===== src/rtl/dmem_arbiter.sv =====
// dmem_arbiter: shares one single-port data memory between the core load/store
// port (requester 0) and the debug/DMA port (requester 1).
// Grants are combinational and responses arrive one cycle later.
// Accesses at word addresses >= DEPTH never write memory; they return err and zero data.
// Configuration macro DMEM_ARB_ROUND_ROBIN_EN: when defined, contention alternates
// between requesters; when undefined, requester 0 always wins contention.

module dmem_arbiter #(
  parameter int DEPTH = 1024
) (
  input  logic        clk,
  input  logic        rst,
  input  logic        req0,
  input  logic        we0,
  input  logic [31:0] addr0,
  input  logic [31:0] wdata0,
  input  logic        req1,
  input  logic        we1,
  input  logic [31:0] addr1,
  input  logic [31:0] wdata1,
  output logic        gnt0,
  output logic        gnt1,
  output logic        rvalid0,
  output logic        rvalid1,
  output logic [31:0] rdata0,
  output logic [31:0] rdata1,
  output logic        err0,
  output logic        err1,
  output logic [31:0] mem_a,
  output logic [31:0] mem_wd,
  output logic        mem_we,
  input  logic [31:0] mem_rd
);

  localparam logic [31:0] DEPTH_W = 32'(DEPTH);

  logic in_range0;
  logic in_range1;
  logic pick0;

  assign in_range0 = (addr0 < DEPTH_W);
  assign in_range1 = (addr1 < DEPTH_W);

`ifdef DMEM_ARB_ROUND_ROBIN_EN
  // last_grant = 1 means requester 1 was served most recently, so requester 0
  // wins the next contention; reset value lets requester 0 win first.
  logic last_grant;

  assign pick0 = last_grant;

  // Track the most recently granted requester; idle cycles leave it unchanged
  always_ff @(posedge clk or posedge rst) begin
    if (rst) begin
      last_grant <= 1'b1;
    end else if (gnt0) begin
      last_grant <= 1'b0;
    end else if (gnt1) begin
      last_grant <= 1'b1;
    end
  end
`else
  // Fixed priority: requester 0 always wins contention.
  assign pick0 = 1'b1;
`endif

  // Pick at most one requester this cycle and steer its access onto the memory port
  always_comb begin
    gnt0   = 1'b0;
    gnt1   = 1'b0;
    mem_a  = '0;
    mem_wd = '0;
    mem_we = 1'b0;
    if (!rst) begin
      if (req0 && (!req1 || pick0)) begin
        gnt0 = 1'b1;
      end else if (req1) begin
        gnt1 = 1'b1;
      end
    end
    if (gnt0) begin
      mem_a  = addr0;
      mem_wd = wdata0;
      mem_we = we0 & in_range0;
    end else if (gnt1) begin
      mem_a  = addr1;
      mem_wd = wdata1;
      mem_we = we1 & in_range1;
    end
  end

  // Register the one-cycle response for requester 0; rdata holds between reads
  always_ff @(posedge clk or posedge rst) begin
    if (rst) begin
      rvalid0 <= 1'b0;
      err0    <= 1'b0;
      rdata0  <= '0;
    end else begin
      rvalid0 <= gnt0;
      err0    <= gnt0 & ~in_range0;
      if (gnt0 && !in_range0) begin
        rdata0 <= '0;
      end else if (gnt0 && !we0) begin
        rdata0 <= mem_rd;
      end
    end
  end

  // Register the one-cycle response for requester 1; rdata holds between reads
  always_ff @(posedge clk or posedge rst) begin
    if (rst) begin
      rvalid1 <= 1'b0;
      err1    <= 1'b0;
      rdata1  <= '0;
    end else begin
      rvalid1 <= gnt1;
      err1    <= gnt1 & ~in_range1;
      if (gnt1 && !in_range1) begin
        rdata1 <= '0;
      end else if (gnt1 && !we1) begin
        rdata1 <= mem_rd;
      end
    end
  end

endmodule


===== config.mk =====
export PLATFORM = sky130hd
export DESIGN_NAME = dmem_arbiter
export DESIGN_NICKNAME = d
export VERILOG_FILES = /design/src/rtl/dmem_arbiter.sv
export SDC_FILE = /design/constraint.sdc
export NUM_CORES = 1
export LEC_CHECK = 0
export CAP_MARGIN = 15
export CORE_AREA = 2 2 115 117
export DETAILED_ROUTE_END_ITERATION = 7
export DIE_AREA = 0 0 117 119
export PLACE_DENSITY = 0.7
export SLEW_MARGIN = 20
export SYNTH_ARGS = -nofsm -noshare
export SYNTH_HDL_FRONTEND = slang
export SYNTH_SLANG_ARGS = --single-unit
export TNS_END_PERCENT = 1

===== constraint.sdc =====
create_clock -name clk -period 5.9 [get_ports clk]
set_input_delay 1.18 -clock clk [delete_from_list [all_inputs] [get_ports clk]]
set_output_delay 1.18 -clock clk [all_outputs]
set_load 0.005 [all_outputs]

==> results.md, run 1 <==
* Max-slew violations at 0
* Worst setup SP type: input port
* Seq cells post-synth at 68
* R2R Path Start: rdata0[22]
* Max VDD drop at 0.126 mV
* Largest net degree at the start of global routing at 69
* Min cycle time layout at 4.65 ns
* Yosys cell types at 16
* Post-CTS Resized at 0
* Initial antenna violation count at 1
* Status: completed
* Worst endpoint data arrival time at 3.47 ns
* Post-synth top area cell: dfrtp_1
* CTS clock-pin slew for the worst setup and hold paths at 0.06 ns
* Drt drc at 0
* Setup violations, final at 0
* Vias in the first global route at 3916
* Nets at 716
* Die Area at 13900 µm²
* Core area at 12900 µm²
* Clock Latency Late Sink at 0.32 ns
* IO Count at 301
* Worst Hold Depth at 1
* Area growth syn-to-layout at 102%
* CP endpoint kind: output pin
* Most common cell in the netlist: a22o_1
* Synth warn at 0
* Top post-synthesis cells by count: 124 x a22o_1, 68 x dfrtp_1, 12 x buf_6
* Gate Count Post-Synth at 256
* IO Port Bufs at 300
* Critical path type: input port to output pin
* Final ANT Viol Nets at 0
* Placed Area at 6420 µm²
* Post-synth EDFFs at 0
* Clk root buf: clkbuf_16
* Initial drt markers at 208
* Synth Net Count at 422
* Final instance area at 6730 µm²
* Worst Hold End: rdata1[3]
* Worst Path Required at 4.72 ns
* DP HPWL at 12100 µm
* Die height at 119 µm
* Top-area cell type share of the netlist area at 51.2%
* Maximum fanout along the worst path at 38
* Setup TNS at 0 ns
* Initial core utilization at 25.8%
* Vias at 3690
* Clk buf depth at 2
* First-pass GRT wire length at 23200 µm
* RSZ-0062 raised after global routing: false
* Static leakage at 0.00279 µW
* CTS tree: built
* Gpl congestion at 0.930
* Post-synth ARST share at 100%
* Hold path startpoint: rdata1[3]
* Final hold violations at 0
* R2R cell count at 1
* Worst hold slack at 0.504 ns
* Grt total ovfl at 0
* Final WL at 15700 µm
* Rows at 42
* Top post-synthesis cells by area: dfrtp_1 51%, a22o_1 33%, buf_6 4.1%, nor4_2 2.6%, nor4_4 1.9%
* CTS H-tree depth at 3
* Post-CTS Hold Fix Bufs at 0
* Ys flop type: dfrtp_1
* Pwr Density at 188 nW/µm²
* Setup bufs post-CTS at 0
* Mean Syn Cell Area at 13.0 µm²
* Sequential share of the synthesized area at 51.2%
* Fillers at 1137
* Number of detailed-route iterations in the first pass at 6
* Measured slew at the worst slew-check pin at 0.857 ns
* Tcrit/Tclk final at 78.8%
* R2R Setup Slk at 5.18 ns
* Mapped cell area at 3320 µm²
* Clock net sink count at 68
* Layout cells sized above 1 at 8.47%
* Number of CTS-inserted buffers at 9
* Reg2reg end: rdata0[22]
* Total Power at 1270 µW
* Max_slew headroom at 42.8%
* Clock Skews at 0 ns
* F_max at 215 MHz
* Total track usage at 22.4%
* Die width at 117 µm
* Worst Hold Class: flip-flop to flip-flop
* WL per Instance at 21.5 µm
* Vias per cell at 5.04
* Max capacitance violation total at 0
-- cells in the final DEF (no fill, tap or decap), types with 4 or more instances in the layout --
| cell type | instances |
|---|---|
| dfrtp_1 | 68 |
| nor2_1 | 7 |
| nand2_1 | 4 |
| clkbuf_16 | 9 |
| buf_4 | 9 |
| a22o_2 | 4 |
| a22o_1 | 124 |
| nor4_2 | 7 |
| clkdlybuf4s50_1 | 300 |
-- state kept, by name, indices dropped and copies added, names as in the netlist --
register / flops
rdata0: 32
rvalid1: 1
err1: 1
err0: 1
rdata1: 32
rvalid0: 1
-- where the power goes --
group	switching (µW)	total, µW	leakage, µW	internal (µW)
Clock	214	544	0.000150	329
Combinational	90.4	256	0.00169	166
Sequential	0.398	468	0.000947	468
-- per-layer routing --
| metal | wire, µm | global-route usage (%) |
|---|---|---|
| met2 | 8120 | 38.3 |
| met1 | 6000 | 27.6 |
| met5 | 0 | 0 |
| met3 | 1180 | 5.24 |
| met4 | 410 | 6.99 |
-- critical path, cell delays in order --
cell,delay (ns)
clkdlybuf4s50_1,0.48
nand2_1,0.16
inv_2,0.49
buf_4,0.40
a22o_1,0.20
clkdlybuf4s50_1,0.52
-- worst max path at each step --
stage               startpoint    endpoint  cells after the start
floorplan                  rst   mem_a[13]                      6
global placement           rst  mem_wd[29]                      7
detailed placement        req0   mem_a[24]                      6
CTS                       req0   mem_a[24]                      6
global route              req0    mem_a[1]                      7
finish                    req0   mem_a[24]                      6
-- per-stage QoR --
step	instances	utilization [%]	setup WS (ns)
after floorplan	256	-	0.828
after global placement	715	49.9	1.28
after global routing	732	52.3	1.14
final	732	52.3	1.25
after CTS	731	52.2	1.25
after detailed placement	715	49.9	1.26
-- logic make-up (layout without fill, tap and decap cells) --
logic type	count (synthesis)	count (layout)	synth area share (%)
AO/OA/AOI/OAI	131	131	35.4
flip-flops	68	68	51.2
buffers and inverters	31	330	6.29
AND/OR/NAND/NOR	26	26	7.11
other	0	1	0
-- final cells by class --
type	count	area [µm²]	share of cell area, %
Multi-Input combinational cell	157	1410	21.0
Clock buffer	9	225	3.35
Timing Repair Buffer	309	3070	45.6
Clock inverter	7	75.1	1.12
Sequential cell	68	1700	25.3
Antenna cell	1	2.50	0.0372
Inverter	5	18.8	0.279
Tap cell	176	220	3.27
(Power assumes the default switching activity.)
==> run 2: changes to the inputs <==
- clock period: 5.9 -> 4.6 ns (I/O delays scaled with it)
==> results.md, run 2 (synthesized netlist as in run 1, its figures left out) <==
* Placed Area at 6480 µm²
* Top flop regs: rdata0 x32, rdata1 x32
* Worst setup SP type: input port
* F_max at 242 MHz
* Leading cell type in the layout, fill and taps excluded: clkdlybuf4s50_1
* IO Port Bufs at 300
* Worst Hold Class: flip-flop to flip-flop
* Core area at 12900 µm²
* Grt total ovfl at 0
* Max_slew headroom at 39.3%
* CP endpoint kind: output pin
* Number of detailed-route iterations in the first pass at 4
* Total Power at 1630 µW
* Min cycle time layout at 4.13 ns
* Setup bufs post-CTS at 0
* Reg2reg end: rdata0[2]
* Clock net sink count at 68
* Clock Skews at 0 ns
* Post-CTS Hold Fix Bufs at 0
* R2R Path Start: rdata0[2]
* Clk root buf: clkbuf_16
* Gpl congestion at 0.885
* Maximum fanout along the worst path at 4
* Fillers at 1144
* Status: completed
* First-pass GRT wire length at 24000 µm
* Most frequent cells in the layout: 300 x clkdlybuf4s50_1, 124 x a22o_1, 68 x dfrtp_1
* Worst Path Required at 3.68 ns
* Worst endpoint data arrival time at 3.21 ns
* Die Area at 13900 µm²
* Vias per cell at 5.01
* Measured slew at the worst slew-check pin at 0.910 ns
* Number of CTS-inserted buffers at 9
* R2R Setup Slk at 3.87 ns
* DP HPWL at 12600 µm
* Slowest stage delay, CP at 0.52 ns
* CP max stage cell: clkdlybuf4s50_1
* Setup violations, final at 0
* Final ANT Viol Nets at 0
* CTS clock-pin slew for the worst setup and hold paths at 0.06 ns
* Layout cells sized above 1 at 9.12%
* Nets at 720
* Max-slew violations at 0
* Die height at 119 µm
* Vias in the first global route at 3978
* Area growth syn-to-layout at 104%
* Worst Hold Depth at 1
* Critical path type: input port to output pin
* Max capacitance violation total at 0
* CP bufs+invs at 2
* Total track usage at 23.1%
* Pwr Density at 239 nW/µm²
* CTS H-tree depth at 3
* Worst Hold End: rdata0[25]
* Static leakage at 0.00281 µW
* Max VDD drop at 0.157 mV
* WL per Instance at 21.7 µm
* Delay-heaviest family, CP: simple AND/OR/NAND/NOR gates
* Final WL at 16100 µm
* CTS tree: built
* Clock Latency Late Sink at 0.32 ns
* Cell Chain, Critical Path: clkdlybuf4s50_1 > nor4_1 > nand2_1 > nor4_1 > a31o_2 > clkdlybuf4s50_1
* Die width at 117 µm
* Rows at 42
* Vias at 3696
* IO Count at 301
* Initial drt markers at 223
* R2R cell count at 1
* Drt drc at 0
* Final hold violations at 0
* Setup TNS at 0 ns
* Post-CTS Resized at 0
* Initial core utilization at 25.8%
* RSZ-0062 raised after global routing: false
* Clk buf depth at 2
* Final instance area at 6790 µm²
* Tcrit/Tclk final at 89.9%
* Hold path startpoint: rdata0[25]
* Largest net degree at the start of global routing at 69
* Initial antenna violation count at 3
run 2: cell types whose count changed in the layout (fill, tap and decap cells not counted), sizes merged:
cell | previous run | this run
clkinv | 5 | 2
buf | 9 | 13
clkinvlp | 0 | 3
diode | 1 | 3
run 2: cell type report:
| type | instances | area, µm² | area share [%] |
|---|---|---|---|
| well taps | 176 | 220 | 3.24 |
| clock buffers | 9 | 225 | 3.32 |
| flip-flops and latches | 68 | 1700 | 25.1 |
| repair buffers | 313 | 3130 | 46.0 |
| clock inverters | 7 | 75.1 | 1.11 |
| inverters | 5 | 18.8 | 0.276 |
| diodes | 3 | 7.51 | 0.111 |
| multi-input cells | 157 | 1410 | 20.8 |
run 2: routing by layer:
layer	vias to the layer above	track usage (%)	share of wire, %
met1	1839	27.7	39
met4	0	7.57	2.4
met2	184	40.3	52
met3	21	5.09	5.9
li1	1652	-	-
met5	-	0	0
run 2: worst max-delay path by stage:
| stage | slack (ns) | startpoint | cells past startpoint | endpoint |
|---|---|---|---|---|
| 4_1_cts | 0.37 | addr0[19] | 6 | mem_we |
| 2_1_floorplan | 0.05 | rst | 6 | mem_a[13] |
| 3_3_place_gp | 0.31 | addr0[18] | 6 | mem_we |
| 3_5_place_dp | 0.38 | addr0[19] | 6 | mem_we |
| 6_report | 0.47 | addr0[19] | 6 | mem_we |
| 5_1_grt | 0.28 | addr0[19] | 6 | mem_we |
run 2: metrics by stage:
stage	utilization, %	setup slack [ns]	hold slack [ns]	std cells
after detailed placement	50.3	0.380	0.490	719
after global routing	52.7	0.278	0.519	738
after global placement	50.3	0.308	0.488	719
after CTS	52.7	0.368	0.508	735
after floorplan	-	0.0476	0.498	256
final	52.7	0.467	0.504	738
run 2: power by group:
part,internal (µW),leakage (µW),switching (µW)
logic,216,0.00172,119
clock network,421,0.000138,269
registers,600,0.000947,0.583
==> patch: new RTL, config.mk and constraints of run 1 <==
Build with the macro `DMEM_ARB_ROUND_ROBIN_EN` defined.
--- a/src/rtl/dmem_arbiter.sv
+++ b/src/rtl/dmem_arbiter.sv
@@ -4,6 +4,8 @@
 // Accesses at word addresses >= DEPTH never write memory; they return err and zero data.
 // Configuration macro DMEM_ARB_ROUND_ROBIN_EN: when defined, contention alternates
 // between requesters; when undefined, requester 0 always wins contention.
+
+`define DMEM_ARB_ROUND_ROBIN_EN
 
 module dmem_arbiter #(
   parameter int DEPTH = 1024
Formal check against the unedited RTL: not equivalent (Yosys sat finds a counterexample within 4 cycles, from zero or initial values and one cycle with rst high).
==> patch against run 1 <==
Non-clock buffer count down 6; largest power group unchanged; synthesized area shrank 1.4%; total power increased by 10%; hold slack about the same; worst setup slack worse by 270 ps; sequential cell count increased by 1; wire length is 2.0% lower; design area decreased by 0.58%.
==> patch: results <==
export IMPL_outcome="complete, no violations"
export IMPL_crit_arrival_ps=3740
export IMPL_fin_worst_skew_ps=5.302
export IMPL_io_buffers=300
export IMPL_top_regs="rdata0 x32, rdata1 x32"
export IMPL_place_ws_ps=1060
export IMPL_gp_congestion=0.8668
export IMPL_place_area_mm2=0.006327
export IMPL_regArea_mm2=0.001728
export IMPL_power_density_mw_per_mm2=209.0
export IMPL_vias=3657
export IMPL_peakVddDrop_mv=0.1356
export IMPL_synth_cell_types=24
export IMPL_sequentialPower_w=0.000479
export IMPL_place_hpwl_um=11910
export IMPL_inv_count=3
export IMPL_dr_pass1_iters=4
export IMPL_worst_path_max_fanout=67
export IMPL_crit_path_max_incr_delay_ps=690
export IMPL_drt_initial_drc_count=193
export IMPL_seq_area_frac_synth=0.5273
export IMPL_buffers_excl_clock=303
export IMPL_n_clock_buffer=11
export IMPL_nets=709
export IMPL_worst_slew_pin_slew_ps=901.9
export IMPL_ys_ff_latch=69
export IMPL_clock_area_frac=0.05219
export IMPL_drive_above_1_share=0.05292
export IMPL_drt_wl_total_um=15400
export IMPL_sw_frac_of_total=0.2198
export IMPL_grt_pass1_wl_um=22220
export IMPL_pg_comb_w=0.000295
export IMPL_antenna_found_initial=5
export IMPL_grt_usage=0.2167
export IMPL_area_share_nonclk_buffers=0.4523
export IMPL_multi_input_area_share=0.2007
export IMPL_synth_compound_area_share=0.3551
export IMPL_synth_area_per_cell_um2=12.75
export IMPL_cp_slowest_cell="clkinv_2"
export IMPL_p_leak_nw=2.778
export IMPL_ys_top_cells_by_count="127 x a22o_1, 68 x dfrtp_1, 11 x clkbuf_1"
export IMPL_fillCellCount=1124
export IMPL_cp_top_family="buffers and inverters"
export IMPL_syn_nets=423
export IMPL_antenna_cells=4
export IMPL_synthTopCellsByArea="dfrtp_1 52%, a22o_1 34%, buf_8 2.7%"
export IMPL_grt_pass1_vias=3885
export IMPL_finalNonFillerCells=728
export IMPL_grt_max_degree=70
-- patch: changes by cell type in the layout (fill, tap and decap cells not counted), sizes merged, moves of 3 or more --
cell / change
buf: -6
clkinv: -3
diode: +3
inv: -4
nor2: -7
nor4: -5
-- patch: per-layer routing --
layer / vias up / GRT usage / wire length (µm)
li1: 1638 / - / -
met1: 1797 / 0.2595 / 5810
met2: 198 / 0.3486 / 7446
met3: 22 / 0.09618 / 1764
met4: 2 / 0.06544 / 361
met5: - / 0 / 12
-- patch: worst paths after layout --
check                      startpoint    endpoint  slack, ps  cells after the start
max                               rst  mem_wd[29]        980                      6
min                         rdata0[1]   rdata0[1]        500                      1
max reg2reg                last_grant   rdata1[8]       3380                      6
min reg2reg                 rdata0[1]   rdata0[1]        500                      1
max in group asynchronous         rst   rdata0[6]       3810                      3
min in group asynchronous         rst     rvalid0       1500                      3
-- patch: worst register-to-register path, delay by kind of cell (launching register included) --
kind            cells  cell delay (ps)
compound gates      1              260
simple gates        3              700
flops               1              540
buf+inv             2              920
